`config.mk`:
```
export PLATFORM = sky130hd
export DESIGN_NAME = multiport_register_file
export DESIGN_NICKNAME = d
export VERILOG_FILES = /design/src/rtl/multiport_register_file_pkg.sv /design/src/rtl/multiport_register_file_scoreboard.sv /design/src/rtl/multiport_register_file.sv
export SDC_FILE = /design/constraint.sdc
export NUM_CORES = 2
export LEC_CHECK = 0
export ABC_CLOCK_PERIOD_IN_PS = 4200
export CAP_MARGIN = 10
export CELL_PAD_IN_SITES_DETAIL_PLACEMENT = 1
export CELL_PAD_IN_SITES_GLOBAL_PLACEMENT = 1
export CORE_ASPECT_RATIO = 2
export CORE_UTILIZATION = 53
export CTS_CLUSTER_DIAMETER = 200
export DETAILED_ROUTE_END_ITERATION = 6
export GPL_TIMING_DRIVEN = 0
export PLACE_DENSITY_LB_ADDON = 0.1
export SKIP_CTS_REPAIR_TIMING = 1
export SYNTH_ARGS = -nofsm -noshare
export SYNTH_HDL_FRONTEND = slang
export SYNTH_SLANG_ARGS = --single-unit
```
`constraint.sdc`:
```
create_clock -name clk -period 4.2 [get_ports clk]
set_input_delay 1.05 -clock clk [delete_from_list [all_inputs] [get_ports clk]]
set_output_delay 1.05 -clock clk [all_outputs]
set_load 0.02 [all_outputs]
```
`src/rtl/multiport_register_file_pkg.sv`:
```
// Shared types for the multiport register file: default-build word/address types and the
// hardwired-zero register index.
package multiport_register_file_pkg;

    localparam int DEFAULT_REG_COUNT  = 32;
    localparam int DEFAULT_DATA_WIDTH = 32;
    localparam int DEFAULT_AW         = $clog2(DEFAULT_REG_COUNT);

    // Register 0 always reads as zero, is never stored and is never busy.
    localparam int ZERO_REG = 0;

    typedef logic [DEFAULT_DATA_WIDTH-1:0] Word;
    typedef logic [DEFAULT_AW-1:0]         RegAddress;

endpackage

```
`src/rtl/multiport_register_file_scoreboard.sv`:
```
// Per-register busy scoreboard for the hazard unit: reserve beats flush, flush beats
// writeback clear. busy_any_o is the OR of the registered busy bits.
module rf_scoreboard
    import multiport_register_file_pkg::*;
#(
    parameter int REG_COUNT = DEFAULT_REG_COUNT,
    parameter int NUM_WRITE = 1,
    localparam int AW = $clog2(REG_COUNT)
) (
    input  logic                    clk,
    input  logic                    rst_n,
    input  logic [NUM_WRITE-1:0]    wr_en_i,
    input  logic [NUM_WRITE*AW-1:0] wr_addr_i,
    input  logic                    rsv_en_i,
    input  logic [AW-1:0]           rsv_addr_i,
    input  logic                    flush_i,
    output logic [REG_COUNT-1:0]    busy_o,
    output logic                    busy_any_o
);

    logic [REG_COUNT-1:0] busy_q;
    logic [REG_COUNT-1:0] busy_d;
    logic [REG_COUNT-1:0] wrHit;

    always_comb begin
        wrHit = '0;
        for (int w = 0; w < NUM_WRITE; w++) begin
            if (wr_en_i[w]) begin
                wrHit[wr_addr_i[w*AW +: AW]] = 1'b1;
            end
        end
    end

    always_comb begin
        busy_d = busy_q;
        for (int r = 0; r < REG_COUNT; r++) begin
            if (rsv_en_i && rsv_addr_i == AW'(r)) begin
                busy_d[r] = 1'b1;
            end else if (flush_i) begin
                busy_d[r] = 1'b0;
            end else if (wrHit[r]) begin
                busy_d[r] = 1'b0;
            end
        end
        busy_d[ZERO_REG] = 1'b0;
    end

    always_ff @(posedge clk or negedge rst_n) begin
        if (!rst_n) begin
            busy_q <= '0;
        end else begin
            busy_q <= busy_d;
        end
    end

    assign busy_o     = busy_q;
    assign busy_any_o = |busy_q;

endmodule

```
`src/rtl/multiport_register_file.sv`:
```
// Parametrised register file with N read / M write ports, optional same-cycle write-to-read
// bypass and a busy scoreboard. Register 0 is hardwired to zero.
module multiport_register_file
    import multiport_register_file_pkg::*;
#(
    parameter int REG_COUNT  = DEFAULT_REG_COUNT,
    parameter int DATA_WIDTH = DEFAULT_DATA_WIDTH,
    parameter int NUM_READ   = 2,
    parameter int NUM_WRITE  = 1,
    parameter bit BYPASS     = 1'b1,
    localparam int AW = $clog2(REG_COUNT)
) (
    input  logic                            clk,
    input  logic                            rst_n,
    input  logic [NUM_WRITE-1:0]            wr_en,
    input  logic [NUM_WRITE*AW-1:0]         wr_addr,
    input  logic [NUM_WRITE*DATA_WIDTH-1:0] wr_data,
    input  logic [NUM_READ*AW-1:0]          rd_addr,
    output logic [NUM_READ*DATA_WIDTH-1:0]  rd_data,
    output logic [NUM_READ-1:0]             rd_busy,
    input  logic                            rsv_en,
    input  logic [AW-1:0]                   rsv_addr,
    input  logic                            flush,
    output logic                            busy_any
);

    logic [DATA_WIDTH-1:0] regs_q [1:REG_COUNT-1];
    logic [DATA_WIDTH-1:0] regs_d [1:REG_COUNT-1];
    logic [REG_COUNT-1:0]  busy;

    // Ports are visited in ascending order so the highest-index port wins an address clash.
    always_comb begin
        regs_d = regs_q;
        for (int w = 0; w < NUM_WRITE; w++) begin
            if (wr_en[w] && wr_addr[w*AW +: AW] != AW'(ZERO_REG)) begin
                regs_d[wr_addr[w*AW +: AW]] = wr_data[w*DATA_WIDTH +: DATA_WIDTH];
            end
        end
    end

    always_ff @(posedge clk or negedge rst_n) begin
        if (!rst_n) begin
            for (int i = 1; i < REG_COUNT; i++) begin
                regs_q[i] <= '0;
            end
        end else begin
            regs_q <= regs_d;
        end
    end

    rf_scoreboard #(
        .REG_COUNT (REG_COUNT),
        .NUM_WRITE (NUM_WRITE)
    ) u_scoreboard (
        .clk        (clk),
        .rst_n      (rst_n),
        .wr_en_i    (wr_en),
        .wr_addr_i  (wr_addr),
        .rsv_en_i   (rsv_en),
        .rsv_addr_i (rsv_addr),
        .flush_i    (flush),
        .busy_o     (busy),
        .busy_any_o (busy_any)
    );

    for (genvar p = 0; p < NUM_READ; p++) begin : g_read
        logic [AW-1:0]         addr;
        logic [DATA_WIDTH-1:0] portData;
        logic                  portBusy;
        logic                  fwdHit;

        assign addr = rd_addr[p*AW +: AW];

        // Forwarding also clears the busy view; reset forces the port quiet even when bypassing.
        always_comb begin
            portData = '0;
            fwdHit   = 1'b0;
            if (addr != AW'(ZERO_REG)) begin
                portData = regs_q[addr];
                if (BYPASS) begin
                    for (int w = 0; w < NUM_WRITE; w++) begin
                        if (wr_en[w] && wr_addr[w*AW +: AW] == addr) begin
                            portData = wr_data[w*DATA_WIDTH +: DATA_WIDTH];
                            fwdHit   = 1'b1;
                        end
                    end
                end
            end
            portBusy = busy[addr] & ~fwdHit;
            if (!rst_n) begin
                portData = '0;
                portBusy = 1'b0;
            end
        end

        assign rd_data[p*DATA_WIDTH +: DATA_WIDTH] = portData;
        assign rd_busy[p]                          = portBusy;
    end

endmodule

```
==> results.json, run 1 <==
{
  "num_rows": 167,
  "async_flop_share_pct": 100.0,
  "ctsLongestPathBuffers": 3,
  "yosys.area.top_type": "dfrtp_1",
  "io_pins": 124,
  "syn-num-nets": 3969,
  "die_x_um": 231.2,
  "hpwl_um": 224600,
  "cts.htree.levels": 3,
  "synth_edf_count": 0,
  "syn-instance-count": 3912,
  "synthFlopType": "dfrtp_1",
  "synth.top_cell.area_share_pct": 45.97,
  "grt_max_degree": 167,
  "grt_use_total_pct": 66.45,
  "synth-seq-cells": 1023,
  "die_h_um": 460.4,
  "firstError": "[ERROR GRT-0116] Global routing finished with congestion. Check the congestion regions in the DRC Viewer.",
  "numCtsBuffers": 97,
  "initial_core_util_pct": 53.62,
  "yosys_warnings": 0,
  "place_congestion": 1.111,
  "io_buffers": 110,
  "grt_pass1_wl_um": 472900,
  "grt_pass1_vias": 50290,
  "dp_cells": 5404,
  "ys_types": 64,
  "synth_seq_area_share_pct": 45.97,
  "avgSynthCellArea_um2": 14.23,
  "syn_area_um2": 55690,
  "grt_overflow": 105,
  "outcome": "did not finish",
  "lastStage": "global routing",
  "cts_sinks": 1023,
  "netlist_top_cells_area": "dfrtp_1 (46%), mux2_2 (23%), mux4_2 (17%)",
  "cts_root_buf": "clkbuf_16",
  "pre_cts_ws_ns": -2.940
}
[synth_stat cells (all sizes together), types with 17 or more instances]
library cell and count:
mux2 1126, dfrtp 1023, mux4 412, clkbuf 214, buf 200, nor2 104, nand2 96, a221oi 94
mux2i 87, o21ai 68, o22ai 64, a22oi 39, nor3 39, a21oi 33, inv 22, a211oi 20
nand3 20, nor4 20, a221o 19, nand3b 19, o32ai 17
[layer usage]
layer / GRT usage [%] / GRT overflow
met1: 67.15 / 2
met2: 87.98 / 61
met3: 43.31 / 1
met4: 67.74 / 41
met5: 9.748 / 0
[stage by stage]
step                hold WS [ns]  area (um^2)
global placement          0.4993        58480
detailed placement        0.5118        59080
floorplan                 0.4893        55690
CTS                       0.2528        62520
[cells by family after synthesis]
| logic type | share of synthesized area (%) |
|---|---|
| multiplexers | 41.00 |
| AO/OA/AOI/OAI | 5.873 |
| AND/OR/NAND/NOR | 3.325 |
| XOR/XNOR | 0.1573 |
| flip-flops | 45.97 |
| buffers and inverters | 3.676 |
==> run 2, diff against run 1 <==
CELL_PAD_IN_SITES_DETAIL_PLACEMENT = unset   (was 1)
CELL_PAD_IN_SITES_GLOBAL_PLACEMENT = unset   (was 1)
CORE_ASPECT_RATIO = unset   (was 2)
CORE_UTILIZATION = 40   (was 53)
CTS_CLUSTER_DIAMETER = unset   (was 200)
PLACE_DENSITY_LB_ADDON = 0.15   (was 0.1)
==> run 2 against run 1 <==
Net effect:
- the flow now finishes, with violations (capacitance limit, slew limit, setup timing)
- synthesized cell count is the same
- synthesized area is the same
==> results.json, run 2 <==
{
  "syn-num-nets": 3969,
  "pre_cts_ws_ns": -3.007,
  "final_util_pct": 52.22,
  "dieArea_um2": 140700,
  "netlist_top_cells_area": "dfrtp_1 (46%), mux2_2 (23%), mux4_2 (17%)",
  "syn-instance-count": 3912,
  "io_buffers": 110,
  "reg2regPathDepth": 2,
  "io_pins": 124,
  "finalCriticalPeriod_ns": 4.597,
  "hold_slack_ns": 0.1347,
  "powerDensity_nw_per_um2": 449.2,
  "largest_register_ffs": 992,
  "violations": "capacitance limit, slew limit, setup timing",
  "async_flop_share_pct": 100.0,
  "drt_drc_violations_left": 0,
  "start_kind": "input port",
  "ir_drop_mv": 0.3474,
  "top_register": "regs_q",
  "antenna_found_initial": 18,
  "slew_headroom_pct": -0.6139,
  "crit_family": "buffers and inverters",
  "yosys.area.top_type": "dfrtp_1",
  "numCtsBuffers": 117,
  "drive_gt1_share_pct": 58.01,
  "grt_use_total_pct": 40.95,
  "synthFlopType": "dfrtp_1",
  "syn_area_um2": 55690,
  "clk_latency_ns": 0.75,
  "worstPathRequired_ns": 3.15,
  "fin_ws_ns": -0.3975,
  "die_x_um": 375.1,
  "synth.top_cell.area_share_pct": 45.97,
  "fin_skew_ns": 0,
  "rsz0062_at_grt": "true",
  "layout_common_cells": "mux2_2 (1120), dfrtp_1 (1023), mux4_2 (412)",
  "synth_edf_count": 0,
  "wirelength_um": 305700,
  "area_growth_pct": 29.25,
  "ys_types": 64,
  "cts_root_buf": "clkbuf_16",
  "grt_max_degree": 174,
  "cp-end-kind": "output port",
  "worstSetupPathDepth": 11,
  "max_slew.worst_pin.slew_ns": 1.509,
  "place_congestion": 1.034,
  "path_buf_inv": 7,
  "hpwl_um": 199500,
  "critPathArrivalTime_ns": 3.55,
  "setup_viol": 64,
  "synth_seq_area_share_pct": 45.97,
  "die_h_um": 375.1,
  "vias": 45860,
  "firstDrtPassIters": 7,
  "cts.htree.levels": 3,
  "vias_per_cell": 7.131,
  "ctsLongestPathBuffers": 3,
  "drv_cap": 1,
  "initial_core_util_pct": 40.40,
  "hold_viol": 0,
  "grt_overflow": 0,
  "fmaxAchievable_mhz": 217.5,
  "ant_nets": 0,
  "outcome": "complete, but fails checks",
  "avgSynthCellArea_um2": 14.23,
  "grt_pass1_vias": 41240,
  "grt_pass1_wl_um": 382700,
  "path_clk_slew_ns": 0.06,
  "cts_sinks": 1023,
  "cts_tree": "yes",
  "cp_cell_sequence": "buf_16 > clkbuf_16 > buf_16 > buf_16 > buf_8 > nor2_4 > buf_16 > a221oi_4 > nand4_1 > o211a_4 > buf_6",
  "cpMaxStageDelayCell": "nand4_1",
  "ys_top_cells_by_count": "mux2_2 (1126), dfrtp_1 (1023), mux4_2 (412), clkbuf_1 (214), nor2_1 (103)",
  "num_rows": 136,
  "slew_viol_final": 11,
  "wl_per_cell_um": 47.54,
  "cp_max_fo": 10,
  "hp-class": "in2async",
  "dr.first_iter.drc_count": 6694,
  "mostFrequentLayoutCell": "mux2_2",
  "coreArea_um2": 137800,
  "p_leak_nw": 31.03,
  "synth.most_common_cell": "mux2_2",
  "dp_cells": 5868,
  "synth-seq-cells": 1023,
  "stdcell_count": 6432,
  "path_class": "in2out",
  "period_share_pct": 109.5,
  "cp_slowest_stage_delay_ns": 0.41,
  "critPathMostFrequentCell": "buf_16",
  "yosys_warnings": 0,
  "nNetsFinal": 4587
}
run 2: logic make-up (layout without fill, tap and decap cells):
family          Yosys count  count (layout)  share of synthesized area (%)
compound gates          439             439                          5.873
flops                  1023            1023                          45.97
other cells               0              18                              0
xor+xnor                 10              10                         0.1573
buf+inv                 436            1144                          3.676
mux                    1625            1625                          41.00
simple gates            379             379                          3.325
run 2: where the power goes:
part	switching, W	internal (W)
combinational	0.00393	0.00435
clock	0.00452	0.00630
sequential	0.00149	0.0117
run 2: metrics by stage:
step	setup TNS, ns	total power [W]	cell area, um^2
2_1_floorplan	0	0.01734	55690
3_3_place_gp	-	0.01995	59030
3_5_place_dp	-163.89	0.02012	60040
4_1_cts	-164.45	0.03075	63950
5_1_grt	-8.559	0.03299	71930
6_report	-10.50	0.03233	71980
run 2: metal layers:
| layer | vias to the layer above | routed length [um] | track usage, % |
|---|---|---|---|
| met5 | - | 248 | 0.9949 |
| met4 | 20 | 26610 | 27.90 |
| met3 | 1098 | 45360 | 16.56 |
| met2 | 4100 | 123100 | 56.35 |
| met1 | 24100 | 110500 | 52.39 |
| li1 | 16550 | - | - |
run 2: layout make-up:
| type | count | area, um^2 |
|---|---|---|
| tap | 1794 | 2245 |
| sequential | 1023 | 25600 |
| inverter | 22 | 97.59 |
| fill | 11620 | 65860 |
| antenna | 18 | 45.04 |
| clock buffer | 177 | 3466 |
| multi-input combinational | 2453 | 29700 |
| buffer | 409 | 4270 |
| clock inverter | 32 | 444.2 |
| timing repair buffer | 504 | 6111 |
run 2: worst paths after layout:
| kind | startpoint | to | slack (ns) |
|---|---|---|---|
| setup / recovery | rd_addr[5] | rd_data[34] | -0.40 |
| hold / removal | rst_n | regs_q[531] | 0.13 |
| setup reg to reg | u_scoreboard.busy_o[13] | u_scoreboard.busy_o[13] | 3.35 |
| hold reg to reg | regs_q[798] | regs_q[798] | 0.52 |
| max in group asynchronous | rst_n | regs_q[774] | 2.24 |
| min in group clk | regs_q[798] | regs_q[798] | 0.52 |
Power figures use the tool's default switching activity.
